File: src/rtl/double_diff_decim.sv
// Decimating double differentiator (CIC comb pair) with arithmetic shift and saturation.
// One sample is taken every Peff clocks; the differenced result is valid three clocks later.
module double_diff_decim #(
  parameter int dwi = 28,
  parameter int dwo = 16,
  parameter int cw  = 8,
  parameter int sw  = 4
) (
  input  logic                  clk,
  input  logic                  rst_n,
  input  logic signed [dwi-1:0] in,
  input  logic        [cw-1:0]  period,
  input  logic        [sw-1:0]  shift,
  output logic signed [dwo-1:0] out,
  output logic                  out_valid,
  output logic                  sample_stb
);

  logic        [cw-1:0]  r_cnt;
  logic        [cw-1:0]  r_peff;
  logic signed [dwi-1:0] r_x1;
  logic signed [dwi-1:0] r_d1;
  logic signed [dwi-1:0] r_d1p;
  logic signed [dwi-1:0] r_d2;
  logic                  r_v1;
  logic                  r_v2;
  logic                  r_p1;
  logic                  r_p2;
  logic        [1:0]     r_prime;
  logic signed [dwo-1:0] r_out;
  logic                  r_out_valid;

  logic        [cw-1:0]  w_peff_next;
  logic                  w_sample;
  logic signed [dwi-1:0] w_shifted;
  logic        [dwi-dwo:0] w_hi;
  logic                  w_ovf;
  logic signed [dwo-1:0] w_sat;

  // Periods below 2 would make the counter compare degenerate, so they run as 2.
  assign w_peff_next = (period < cw'(2)) ? cw'(2) : period;
  assign w_sample    = (r_cnt == r_peff - cw'(1));

  // Overflow when the bits above the output sign bit are not a pure sign extension.
  assign w_shifted = r_d2 >>> shift;
  assign w_hi      = w_shifted[dwi-1:dwo-1];
  assign w_ovf     = !((&w_hi) || !(|w_hi));

  always_comb begin
    w_sat = w_shifted[dwo-1:0];
    if (w_ovf) begin
      w_sat = w_hi[dwi-dwo] ? {1'b1, {(dwo-1){1'b0}}} : {1'b0, {(dwo-1){1'b1}}};
    end
  end

  always_ff @(posedge clk) begin
    if (!rst_n) begin
      r_cnt       <= '0;
      r_peff      <= w_peff_next;
      r_x1        <= '0;
      r_d1        <= '0;
      r_d1p       <= '0;
      r_d2        <= '0;
      r_v1        <= 1'b0;
      r_v2        <= 1'b0;
      r_p1        <= 1'b0;
      r_p2        <= 1'b0;
      r_prime     <= '0;
      r_out       <= '0;
      r_out_valid <= 1'b0;
    end else begin
      r_cnt <= w_sample ? '0 : r_cnt + cw'(1);
      r_v1  <= w_sample;
      if (w_sample) begin
        r_peff <= w_peff_next;
        r_d1   <= in - r_x1;
        r_x1   <= in;
        r_p1   <= (r_prime == 2'd2);
        if (r_prime != 2'd2) r_prime <= r_prime + 2'd1;
      end

      r_v2 <= r_v1;
      if (r_v1) begin
        r_d2  <= r_d1 - r_d1p;
        r_d1p <= r_d1;
        r_p2  <= r_p1;
      end

      r_out_valid <= r_v2 && r_p2;
      if (r_v2) r_out <= w_sat;
    end
  end

  assign out        = r_out;
  assign out_valid  = r_out_valid;
  assign sample_stb = r_v1;

endmodule

File: config.mk
export PLATFORM = sky130hd
export DESIGN_NAME = double_diff_decim
export DESIGN_NICKNAME = d
export VERILOG_FILES = /design/src/rtl/double_diff_decim.sv
export SDC_FILE = /design/constraint.sdc
export NUM_CORES = 1
export LEC_CHECK = 0
export CORE_MARGIN = 2
export CORE_UTILIZATION = 39
export DETAILED_ROUTE_END_ITERATION = 12
export SYNTH_ARGS = -nofsm -noshare
export SYNTH_HDL_FRONTEND = slang
export SYNTH_SLANG_ARGS = --single-unit
File: constraint.sdc
create_clock -name clk -period 4.85 [get_ports clk]
set_input_delay 0.7275 -clock clk [delete_from_list [all_inputs] [get_ports clk]]
set_output_delay 0.7275 -clock clk [all_outputs]
set_load 0.02 [all_outputs]
==> implementation parameters, run 1 <==
Parameter                              Value

Setup path
  Family of cells with the greatest summed delay on the critical path    compound AO/OA/AOI/OAI gates
  CP peak stage delay    about 0.73 ns
  Cell with the largest stage delay on the worst path    sky130_fd_sc_hd__o311ai_0
  Register-to-Register Path Depth    8
  Crit path cell chain    clkdlybuf4s50_1 > inv_1 > ha_1 > fa_1 > nor2b_1 > o21ai_0 > a21boi_0 > o311ai_0 > nand3_1 > and3_1 > o41ai_1 > o221ai_1
  Worst Path Class, Setup    in -> reg
  Number of cells on the critical path    12
  Critical Path Sink Type    register
  Worst EP arrival    between 3 and 4 ns
  Startpoint type of the worst setup path    input pin
  Count of buffering cells on the critical path with inverters included    2
  Crit path required time    about 5.1 ns
  Largest fanout on the critical path    4

Place
  DPL Wire Length    15.0 mm
  Setup Slack @ Placement    just over 0.8 ns
  Port Buf Inserts    59
  Placer Congestion    between 0.8 and 0.9

Die
  Top-Level Pins    60
  Die span in y    161 um
  Core area    around 24000 um2
  Total Die Area    around 26000 um2
  Overall die width    about 160 um
  # rows    57
  Effective utilization at floorplan    about 40%

Timing
  Period utilization    around three quarters
  Layout Skew    approximately 0.0096 ns
  Unrepaired setup endpoints after global routing    false
  Minimum hold slack    0.483 ns
  Smallest setup slack after layout    ~1.2 ns
  Number of hold violations in the final report    0
  Slew headroom    a little under half
  Highest clock frequency the design can meet    approximately 280 MHz
  Final count of negative-setup-slack endpoints    0
  Slew at the pin with the worst max-slew slack    0.814 ns
  Max-slew violations    0
  Sum of negative setup slack    0 ns
  Clock period minus worst slack    3.62 ns

Global route
  Vias in the first global route    approximately 7100
  Maximum number of pins on one net before global-route repair    57
  Overall fraction of global-route tracks in use    16.2%
  Global route total overflow    0
  Number of antenna violations at the first check in global routing    0
  First-pass GRT wire length    34.8 mm

Pwr
  Switching component of the power    around 0.76 mW
  Clk pwr share    between 40 and 50%
  Flop pwr share    a little over two fifths
  Pleak    about 4.0 nW
  Combinational Power Share    about 11%
  Switching power as a share of total power    26.1%
  PwrDens    approximately 260 nW/um2
  Internal power contribution    approximately 2.2 mW
  VDD IR-drop max    around 0.18 mV

Clocking
  Number of clock sinks seen by CTS    151
  Post-CTS setup buffers    0
  CTS tree    done
  Maximum clock path buffer count    2
  Root buffer cell    sky130_fd_sc_hd__clkbuf_16
  Post-CTS Resized    0
  Clock transition at the register clock pins on the worst setup and hold paths after CTS    0.07 ns
  Worst skew pair latency    around 0.42 ns
  H-tree levels    4
  Total of hold buffers inserted after clock tree synthesis    0
  CTS buffer count    17

Yosys
  Syn Nets    between 1000 and 1500
  Count of flip-flops with a built-in enable after synthesis    8
  Mapped cell area    9640 um2
  Compound-cell area share of the yosys netlist    ~16%
  Post-synthesis register bit count    between 150 and 200
  Most common cell in the netlist    sky130_fd_sc_hd__nor2_1
  Combinational family with the most area after synthesis    multiplexers
  YS warnings    0
  Synth Instances    approximately 1100
  Proportion of netlist area held by the largest area contributor    29.7%
  Primary FF master, synth    sky130_fd_sc_hd__dfxtp_1
  Largest cells by area after synthesis    sky130_fd_sc_hd__dfxtp_1, sky130_fd_sc_hd__mux2i_1, sky130_fd_sc_hd__ha_1
  Arithmetic-cell share of the synthesized area counting full adders, half adders and majority gates    ~8%
  Number of distinct library cells after synthesis    67
  Post-synthesis xor/xnor area fraction    ~4.5%
  Post-synthesis simple-gate area fraction    ~16%
  Cell type with the highest aggregate area in the netlist    sky130_fd_sc_hd__dfxtp_1
  Top cell types by occurrence after synthesis    sky130_fd_sc_hd__nor2_1, sky130_fd_sc_hd__dfxtp_1, sky130_fd_sc_hd__mux2i_1
  Mean cell area of the mapped netlist    around 8.6 um2
  Async S/R FF share, synth    0%
  Share of synthesized area occupied by flip-flops and latches    between 30% and 40%
  Fraction of synthesized area in multiplexers    roughly 17%

Detailed routing
  Routed WL    around 21 mm
  Initial drt markers    between 400 and 500
  DRT Pass-1 Iters    5
  Avg Vias per Cell    approximately 5.2
  Drt drc    0
  Post-detailed-route count of antenna-violating nets    0
  Vias after detailed routing    approximately 7700
  Wirelength per Cell    between 10 and 15 um

Run status
  Status    completed

Final layout
  Synthesis-to-finish area growth    14.9%
  # nets final    between 1000 and 1500
  Share of post-route cells with drive strength above 1    around 7.3%
  Diodes inserted    0

Run
  Max-cap check violation count    0

Min path
  Number of cells on the worst hold path    2
  Worst hold path class    reg -> reg
worst reg2reg max path, stage by stage (launching register included):
cell and delay, ns:
sky130_fd_sc_hd__edfxtp_1 0.45, sky130_fd_sc_hd__nor2_1 0.20, sky130_fd_sc_hd__nor4b_2 0.39, sky130_fd_sc_hd__nand2b_1 0.19, sky130_fd_sc_hd__a21oi_1 0.07, sky130_fd_sc_hd__a311o_1 0.36
sky130_fd_sc_hd__a211oi_4 0.57, sky130_fd_sc_hd__nor2_1 0.36, sky130_fd_sc_hd__clkinv_1 0.37
cells in the final DEF, fill, tap and decap left out, types with 4 or more instances in the layout:
master                            instances
sky130_fd_sc_hd__inv_6                    4
sky130_fd_sc_hd__nand2_1                 60
sky130_fd_sc_hd__nor3_1                  15
sky130_fd_sc_hd__nand3b_1                 4
sky130_fd_sc_hd__a31oi_1                 15
sky130_fd_sc_hd__o21bai_1                 4
sky130_fd_sc_hd__o21ai_0                 50
sky130_fd_sc_hd__a211o_1                  4
sky130_fd_sc_hd__clkinv_4                 4
sky130_fd_sc_hd__a211oi_1                25
sky130_fd_sc_hd__o211ai_1                 5
sky130_fd_sc_hd__clkbuf_16               17
sky130_fd_sc_hd__mux4_2                  17
sky130_fd_sc_hd__nor2_1                 176
sky130_fd_sc_hd__ha_1                    57
sky130_fd_sc_hd__edfxtp_1                 8
sky130_fd_sc_hd__nand3_1                 23
sky130_fd_sc_hd__mux2_2                   8
sky130_fd_sc_hd__a211oi_2                10
sky130_fd_sc_hd__xor2_1                  24
sky130_fd_sc_hd__or3_1                    6
sky130_fd_sc_hd__nand2b_1                13
sky130_fd_sc_hd__dfxtp_1                142
sky130_fd_sc_hd__and3_1                  13
sky130_fd_sc_hd__xnor2_1                 25
sky130_fd_sc_hd__mux2i_1                111
sky130_fd_sc_hd__nor2b_1                 13
sky130_fd_sc_hd__a21o_1                  17
sky130_fd_sc_hd__o31a_1                   5
sky130_fd_sc_hd__o21a_1                   9
sky130_fd_sc_hd__a21oi_1                 52
sky130_fd_sc_hd__nand4_1                 10
sky130_fd_sc_hd__buf_4                   12
sky130_fd_sc_hd__inv_1                   82
sky130_fd_sc_hd__clkdlybuf4s50_1         59
metrics by stage:
| stage | power [mW] | cells | instance area (um2) | utilization (%) |
|---|---|---|---|---|
| 5_1_grt | 3.04 | 1486 | 11100 | 45.5 |
| 3_3_place_gp | 1.62 | 1454 | 10500 | 43.1 |
| 4_1_cts | 2.95 | 1486 | 11100 | 45.5 |
| 3_5_place_dp | 1.62 | 1454 | 10500 | 43.1 |
| 6_report | 2.92 | 1486 | 11100 | 45.5 |
| 2_1_floorplan | 1.53 | 1115 | 9640 | - |
state kept, by name, summed over array words and instances (netlist names), 2 cells and up:
name	cells
r_d1	28
r_d1p	28
r_d2	28
r_x1	28
out	16
r_cnt	8
r_peff	8
r_prime	2
cell families after synthesis:
group / Yosys count
and+or+nand+nor: 344
AOI/OAI and AO/OA: 232
DFF: 151
buffers and inverters: 140
muxes: 140
adders and majority gates: 59
xor gates and xnor gates: 49
layer usage:
metal / share of wire (%) / global-route usage [%] / wire length, um / vias up
met3: 3.2 / 3.08 / 652 / 12
met4: 1.0 / 4.46 / 206 / 0
met5: 0 / 0 / 0 / -
met1: 52 / 22.5 / 10600 / 3547
li1: - / - / - / 4016
met2: 44 / 25.7 / 9080 / 109
path summary, 6_finish.rpt:
kind / slack (ns) / end / startpoint
worst max-delay path: 1.23 / r_d1[24] / in[0]
worst min-delay path: 0.48 / out[4] / out[4]
worst max register to register: 1.56 / r_peff[3] / r_peff[2]
worst min register to register: 0.48 / out[4] / out[4]
power groups by stage:
stage / combinational [mW] / clock, mW / sequential, mW
6_report: 0.323 / 1.32 / 1.27
3_5_place_dp: 0.324 / 0 / 1.30
4_1_cts: 0.325 / 1.36 / 1.27
3_3_place_gp: 0.322 / 0 / 1.30
2_1_floorplan: 0.233 / 0 / 1.30
5_1_grt: 0.362 / 1.41 / 1.27
layout make-up:
cell class / count / area, um2
Timing Repair Buffer: 71 / 681
Fill cell: 2407 / 13200
Multi-Input combinational cell: 824 / 5970
Tap cell: 324 / 405
Inverter: 84 / 317
Sequential cell: 151 / 3100
Clock buffer: 19 / 453
Clock inverter: 13 / 138
Power figures use the tool's default switching activity.
==> run 2: changes to the inputs <==
- clock period: 4.85 -> 3.6 ns (I/O delays scaled with it)
==> implementation parameters, run 2 (synthesis results as in run 1) <==
Parameter                              Value

Run status
  Status    completed

Detailed routing
  DRT Pass-1 Iters    5 (unchanged)
  Drt drc    0 (unchanged)
  Post-detailed-route count of antenna-violating nets    0 (unchanged)
  Avg Vias per Cell    5.11 (-1.2%)
  Met2 routed wirelength    8.98 mm (-1.1%)
  Top routing layer used    met4
  Vias after detailed routing    7664 (-0.26%)
  Wire length on met3    553 um (-15%)
  Initial drt markers    406 (-1.5%)
  Routed WL    20.3 mm (-1.2%)
  Routed length on met1    10.5 mm (-0.98%)
  Wirelength per Cell    13.5 um (-2.2%)

Final layout
  FILL cells    2377 (-1.2%)
  # nets final    1264 (+1.1%)
  Diodes inserted    0 (unchanged)
  Share of post-route cells with drive strength above 1    8.33% (+1.0 points)
  Synthesis-to-finish area growth    16.1%
  Sequential cell area in the final layout    3100 um2 (unchanged)
  Leading cell type in the layout, fill and taps excluded    sky130_fd_sc_hd__nor2_1
  Commonest non-fill, non-tap cells in the layout    sky130_fd_sc_hd__nor2_1, sky130_fd_sc_hd__dfxtp_1, sky130_fd_sc_hd__mux2i_1
  Area of the multi-input gates    5970 um2 (unchanged)

Global route
  First-pass GRT wire length    35.1 mm (+0.61%)
  Maximum number of pins on one net before global-route repair    47 (-18%)
  Vias in the first global route    7156 (+0.96%)
  Global route total overflow    0 (unchanged)
  Overall fraction of global-route tracks in use    16.3% (+0.096 points)
  Number of antenna violations at the first check in global routing    0 (unchanged)

Setup path
  Critical Path Sink Type    register
  Worst EP arrival    3.44 ns (-0.47 ns)
  Startpoint type of the worst setup path    register
  Crit path required time    3.90 ns (-1.24 ns)
  Worst Path Class, Setup    reg -> reg
  Crit path cell chain    inv_1 > ha_1 > nor2b_1 > o31a_1 > o311ai_1 > a21oi_1 > a211oi_1 > a21oi_1 > a41oi_1 > mux2i_1 > o311ai_1
  Cell with the largest stage delay on the worst path    sky130_fd_sc_hd__o311ai_1
  Worst reg2reg setup slack    0.47 ns (-1.09 ns)
  Largest fanout on the critical path    4 (unchanged)
  CP peak stage delay    0.47 ns (-0.26 ns)

Pwr
  Total power    3.94 mW (+35%)
  Combinational Power Share    11.3% (+0.2 points)
  PwrDens    352 nW/um2 (+33%)
  VDD IR-drop max    0.301 mV (+67%)
  Internal power contribution    2.95 mW (+37%)
  Flop pwr share    43.5% (about the same)
  Pleak    4.11 nW (+1.7%)
  Clk pwr share    45.1% (-0.3 points)
  Switching component of the power    0.990 mW (+30%)
  Switching power as a share of total power    25.1% (-1.0 points)

Clocking
  Number of clock sinks seen by CTS    151 (unchanged)
  Post-CTS setup buffers    0 (unchanged)
  Total of hold buffers inserted after clock tree synthesis    0 (unchanged)
  Root buffer cell    sky130_fd_sc_hd__clkbuf_16
  Worst skew pair latency    0.43 ns (about the same)
  Clock transition at the register clock pins on the worst setup and hold paths after CTS    0.06 ns (about the same)
  Maximum clock path buffer count    2 (unchanged)
  Post-CTS Resized    0 (unchanged)
  H-tree levels    4 (unchanged)
  CTS buffer count    17 (unchanged)
  CTS tree    done

Timing
  Clock period minus worst slack    approximately 3.1 ns
  Slew at the pin with the worst max-slew slack    0.673 ns (-0.141 ns)
  Number of hold violations in the final report    0 (unchanged)
  Max-slew violations    0 (unchanged)
  Layout Skew    0.0136 ns (+0.00404 ns)
  Unrepaired setup endpoints after global routing    false
  Final count of negative-setup-slack endpoints    0 (unchanged)
  Slew headroom    55.1% (+10 points)
  Highest clock frequency the design can meet    319 MHz
  Period utilization    roughly 87%
  Sum of negative setup slack    0 ns (unchanged)
  Smallest setup slack after layout    0.467 ns (-0.765 ns)

Die
  Die span in y    161 um (unchanged)
  # rows    57 (unchanged)
  Overall die width    161 um (unchanged)
  Total Die Area    26000 um2 (unchanged)
  Effective utilization at floorplan    39.6% (unchanged)
  Core area    24300 um2 (unchanged)
  Top-Level Pins    60 (unchanged)

Place
  Setup Slack @ Placement    0.0534 ns (-0.773 ns)
  Port Buf Inserts    59 (unchanged)
  DPL Wire Length    15.0 mm (about the same)
  Placer Congestion    0.864 (+2.5%)

Run
  Max-cap check violation count    0 (unchanged)

Min path
  Worst hold path class    reg -> reg
[run 2: path summary, 6_finish.rpt]
kind,endpoint,cells past startpoint,startpoint
max,r_d2[24],11,r_d1p[2]
min,out[15],2,out[15]
min reg2reg,out[15],2,out[15]
max reg2reg,r_d2[24],11,r_d1p[2]
[run 2: critical path, delay by kind of cell (launching register included)]
family,cells,cell delay (ns)
mux,1,0.22
buf+inv,1,0.05
flops,1,0.34
simple gates,1,0.17
fa+ha+maj,1,0.31
compound gates,7,1.92
[run 2: per-layer routing]
| metal | track usage, % | vias up |
|---|---|---|
| li1 | - | 4048 |
| met5 | 0 | - |
| met1 | 23.0 | 3490 |
| met2 | 25.6 | 105 |
| met3 | 2.67 | 21 |
| met4 | 4.91 | 0 |
[run 2: through the flow]
stage / utilization, % / cells / hold WS, ns / instance area, um2
6_report: 46.0 / 1500 / 0.477 / 11200
5_1_grt: 46.0 / 1500 / 0.502 / 11200
4_1_cts: 46.0 / 1500 / 0.480 / 11200
3_5_place_dp: 43.6 / 1468 / 0.469 / 10600
3_3_place_gp: 43.6 / 1468 / 0.466 / 10600
2_1_floorplan: - / 1115 / 0.447 / 9640
[run 2: power by group through the flow]
stage          clock network, mW  registers [mW]  logic (mW)
5_1_grt                     1.91            1.71       0.500
3_3_place_gp                   0            1.75       0.446
2_1_floorplan                  0            1.75       0.313
3_5_place_dp                   0            1.75       0.447
6_report                    1.78            1.71       0.446
4_1_cts                     1.83            1.71       0.450
[run 2: cell type report]
cell class	count	share of cell area (%)
clock buffers	19	3.96
well taps	324	3.62
multi-input cells	824	53.4
clock inverters	13	1.33
flip-flops and latches	151	27.7
repair buffers	85	7.13
inverters	84	2.83
